[config.mk]
export PLATFORM = sky130hd
export DESIGN_NAME = read_ptr_ctrl
export DESIGN_NICKNAME = d
export VERILOG_FILES = /design/src/rtl/read_ptr_ctrl.sv
export SDC_FILE = /design/constraint.sdc
export NUM_CORES = 1
export LEC_CHECK = 0
export CORE_MARGIN = 3
export CORE_UTILIZATION = 45
export CTS_CLUSTER_DIAMETER = 30
export DETAILED_ROUTE_END_ITERATION = 16
export PLACE_DENSITY_LB_ADDON = 0.1
export SETUP_SLACK_MARGIN = 0.05
export SLEW_MARGIN = 10
export SYNTH_ARGS = -nofsm -noshare
export SYNTH_HDL_FRONTEND = slang
export SYNTH_SLANG_ARGS = --single-unit
[constraint.sdc]
create_clock -name i_rd_clk -period 4.3 [get_ports i_rd_clk]
set_clock_uncertainty 0.2 [all_clocks]
set_input_delay 0.86 -clock i_rd_clk [delete_from_list [all_inputs] [get_ports i_rd_clk]]
set_output_delay 0.86 -clock i_rd_clk [all_outputs]
set_load 0.05 [all_outputs]
[src/rtl/read_ptr_ctrl.sv]
// Read-side pointer controller for an async FIFO: binary/gray read pointers, read address,
// registered empty / almost-empty / level flags. Optional sticky underflow via RD_PTR_UNDERFLOW_EN.
module read_ptr_ctrl #(
    parameter int ADDR_SIZE = 4,
    parameter int AE_THRESH = 2
) (
    input  logic                 i_rd_clk,
    input  logic                 i_rdrst,
    input  logic                 i_rd_inc,
    input  logic                 i_rd_flush,
    input  logic [ADDR_SIZE:0]   i_gray_q2_wrptr,
    output logic [ADDR_SIZE-1:0] o_rd_addr,
    output logic [ADDR_SIZE:0]   o_gray_rdptr,
    output logic                 o_rd_empty,
    output logic                 o_rd_almost_empty,
    output logic [ADDR_SIZE:0]   o_rd_level,
    output logic                 o_rd_underflow
);

    localparam int PW = ADDR_SIZE + 1;
    localparam logic [PW-1:0] AE_LIMIT = PW'(AE_THRESH);

    function automatic logic [PW-1:0] gray2bin(input logic [PW-1:0] g);
        logic [PW-1:0] b;
        b[PW-1] = g[PW-1];
        for (int i = PW - 2; i >= 0; i--) begin
            b[i] = b[i+1] ^ g[i];
        end
        return b;
    endfunction

    function automatic logic [PW-1:0] bin2gray(input logic [PW-1:0] b);
        return (b >> 1) ^ b;
    endfunction

    logic [PW-1:0] rd_bin;
    logic [PW-1:0] wq_bin;
    logic [PW-1:0] rd_bin_next;
    logic [PW-1:0] rd_gray_next;
    logic [PW-1:0] level_next;
    logic          pop;

    // Next-state: flush overrides any pop issued in the same cycle
    always_comb begin
        wq_bin       = gray2bin(i_gray_q2_wrptr);
        pop          = i_rd_inc & ~o_rd_empty;
        rd_bin_next  = i_rd_flush ? wq_bin : rd_bin + {{ADDR_SIZE{1'b0}}, pop};
        rd_gray_next = bin2gray(rd_bin_next);
        level_next   = wq_bin - rd_bin_next;
    end

    // Registered pointers and flags, all derived from the next pointer so they agree each cycle
    always_ff @(posedge i_rd_clk) begin
        if (i_rdrst) begin
            rd_bin            <= '0;
            o_gray_rdptr      <= '0;
            o_rd_empty        <= 1'b1;
            o_rd_almost_empty <= 1'b1;
            o_rd_level        <= '0;
        end else begin
            rd_bin            <= rd_bin_next;
            o_gray_rdptr      <= rd_gray_next;
            o_rd_empty        <= (rd_gray_next == i_gray_q2_wrptr);
            o_rd_almost_empty <= (level_next <= AE_LIMIT);
            o_rd_level        <= level_next;
        end
    end

    assign o_rd_addr = rd_bin[ADDR_SIZE-1:0];

`ifdef RD_PTR_UNDERFLOW_EN
    logic underflow;

    always_ff @(posedge i_rd_clk) begin
        if (i_rdrst) begin
            underflow <= 1'b0;
        end else if (i_rd_inc && o_rd_empty) begin
            underflow <= 1'b1;
        end
    end

    assign o_rd_underflow = underflow;
`else
    assign o_rd_underflow = 1'b0;
`endif

endmodule

==> metrics.md <==
| Metric | Value |
|---|---|
| Final setup viols | `0` |
| Post-CTS Resized | `0` |
| Critical path buffer and inverter count | `1` |
| Final worst slack | `0.319 ns` |
| Max Cap Viol | `0` |
| Max stage delay on crit path | `0.50 ns` |
| Worst Path Max Fanout | `6` |
| Post-synth top area share | `31.7%` |
| Placer Congestion | `0.812` |
| Commonest non-fill, non-tap cell in the layout | `clkdlybuf4s50_1` |
| RSZ-0062 raised after global routing | `false` |
| Synth Instances | `111` |
| DRT Pass-1 Iters | `4` |
| Most frequent cells in the layout | `clkdlybuf4s50_1 (24), dfxtp_1 (16), nor2_1 (14)` |
| Die X | `53.4 um` |
| Leading area contributor after synthesis | `dfxtp_1` |
| Cts bufs inserted | `3` |
| Final period util | `92.6%` |
| Wire per inst | `13.0 um` |
| Max VDD drop | `0.327 mV` |
| Input/output buffers | `24` |
| Status | `completed` |
| Yosys warnings | `0` |
| Hpwl dp | `1700 um` |
| Crit path max-delay family | `XOR/XNOR gates` |
| Vias/cell | `4.93` |
| Sequential fraction of the synthesis area | `31.7%` |
| Die Ht | `53.4 um` |
| Class of the worst hold path | `register to register` |
| Ant. Diodes | `0` |
| Slew @ Worst Pin | `0.502 ns` |
| Final Hold Viols | `0` |
| Longest Clk Path Bufs | `2` |
| Residual DRC | `0` |
| Die area | `2850 um2` |
| EDFF count, synth | `0` |
| Crit path DAT | `3.96 ns` |
| Worst hold path depth | `3` |
| Clock Latency Late Sink | `0.28 ns` |
| Initial Util | `49.5%` |
| Tmin final | `3.98 ns` |
| Slew headroom | `66.4%` |
| Leakage | `0.565 nW` |
| Final number of max-transition violations | `0` |
| CP endpoint kind | `register` |
| Drt first-iter violations | `12` |
| Routed wire length | `2170 um` |
| # hold bufs at CTS | `0` |
| Most frequent CP cell | `xnor2_4` |
| Global-route wire length before repair | `3730 um` |
| Reg clk slew, reported paths | `0.09 ns` |
| Core area | `2040 um2` |
| Sink Count | `16` |
| Fin nets | `157` |
| TritonCTS clock tree | `done` |
| Total Power | `0.000559 W` |
| Top_reg_cell synth | `dfxtp_1` |
| Initial antenna violation count | `0` |
| Cells along the critical path | `clkdlybuf4s50_1, xnor2_2, xnor2_4, xnor2_4, xnor2_1, mux2_4, ha_1, fa_1, a21oi_1, a211o_1, o21ai_1, xor2_1, o41ai_2` |
| Post-CTS setup buffer count | `0` |
| CP required | `4.28 ns` |
| Share of cells above drive strength 1 | `11.5%` |
| Gr usage total | `18.6%` |
| Post-synthesis cell type count | `33` |
| Post-place setup slack | `0.0612 ns` |
| Synthesis-stage register bit count | `16` |
| I/O pin count | `26` |
| Max Fclk | `251 MHz` |
| Global route overflow | `0` |
| Syn avg cell area | `9.11 um2` |
| Area Growth Syn to Fin | `30.8%` |
| Pwr Density | `422 nW/um2` |
| Depth of the most critical reg-to-reg path | `10` |
| Root Driver | `clkbuf_4` |
| Row cnt | `16` |
| Vias in the first global route | `828` |
| Critical path's slowest cell | `clkdlybuf4s50_1` |
| H-tree depth | `1` |
| # fillers | `186` |
| TNS Setup | `0 ns` |
| Largest net degree at the start of global routing | `12` |
| CP Class | `primary input to register` |
| Syn Nets | `127` |
| Antenna Nets Post-Route | `0` |
| Worst setup SP type | `primary input` |
| Synthesized area | `1010 um2` |
| Total number of vias | `818` |
| Async SR Flop Fraction | `0%` |
| Number of cells on the critical path | `13` |
| Synth top area cells | `dfxtp_1 (32%), ha_1 (7.4%), xnor2_1 (6.9%), xor2_1 (6.1%), xnor2_4 (5.4%)` |
| Hold WS | `0.544 ns` |
[through the flow]
stage / cell area (um2) / cells / utilization, %
global route: 1320 / 166 / 64.8
floorplan: 1010 / 111 / -
detailed placement: 1300 / 163 / 63.7
CTS: 1320 / 166 / 64.8
finish: 1320 / 166 / 64.8
global placement: 1300 / 163 / 63.7
[cells in the mapped netlist (2+ instances only)]
cell type  number
dfxtp_1        16
ha_1            6
clkbuf_1        2
inv_1           6
nand3_1         3
xnor2_4         2
and2_1          4
xnor2_1         8
xor2_2          2
o21ai_0         6
a21oi_1         9
nand2_1         7
xor2_1          7
nor2_1         14
[where the power goes]
group,switching (W),total (W),internal [W]
Combinational,0.000183,0.000299,0.000117
Sequential,0.0000100,0.000182,0.000172
Clock,0.0000449,0.0000773,0.0000324
[layout make-up]
type | count | area, um2 | area share (%)
clock buffers | 3 | 22.5 | 1.70
inverters | 7 | 26.3 | 1.99
well taps | 27 | 33.8 | 2.55
repair buffers | 28 | 270 | 20.4
flip-flops and latches | 16 | 320 | 24.2
multi-input cells | 85 | 649 | 49.1
[worst paths after layout]
path | from | slack (ns) | end
min reg2reg | o_gray_rdptr[4] | 0.54 | o_gray_rdptr[4]
min | o_gray_rdptr[4] | 0.54 | o_gray_rdptr[4]
max reg2reg | o_rd_empty | 1.43 | o_rd_almost_empty
max | i_gray_q2_wrptr[4] | 0.32 | o_rd_almost_empty
[registers in the layout, indices dropped and copies added (netlist names)]
| name | cells |
|---|---|
| o_gray_rdptr | 5 |
| o_rd_almost_empty | 1 |
| o_rd_empty | 1 |
| o_rd_level | 5 |
| rd_bin | 4 |
[cell families (layout without fill, tap and decap cells)]
group	after synthesis	after routing	synth area share [%]
adders and majority gates	7	7	9.41
muxes	2	2	2.47
and+or+nand+nor	33	33	15.0
DFF	16	16	31.7
other	1	1	0.371
AOI/OAI and AO/OA	22	22	13.7
buffers and inverters	10	38	4.08
xor gates and xnor gates	20	20	23.3
[layer usage]
layer / track usage, % / vias to the layer above / share of wire [%]
li1: - / 421 / -
met1: 25.1 / 372 / 47
met2: 29.2 / 23 / 47
met3: 2.54 / 2 / 4.4
met4: 8.09 / 0 / 0.92
met5: 0 / - / 0
[worst register-to-register path, stage by stage, from the launching register on]
cell     delay [ns]
dfxtp_1        0.32
nor2b_1        0.17
ha_1           0.29
mux2_4         0.28
ha_1           0.24
fa_1           0.47
a21oi_1        0.14
a211o_1        0.11
o21ai_1        0.07
xor2_1         0.18
o41ai_2        0.31
Power figures use the tool's default switching activity.
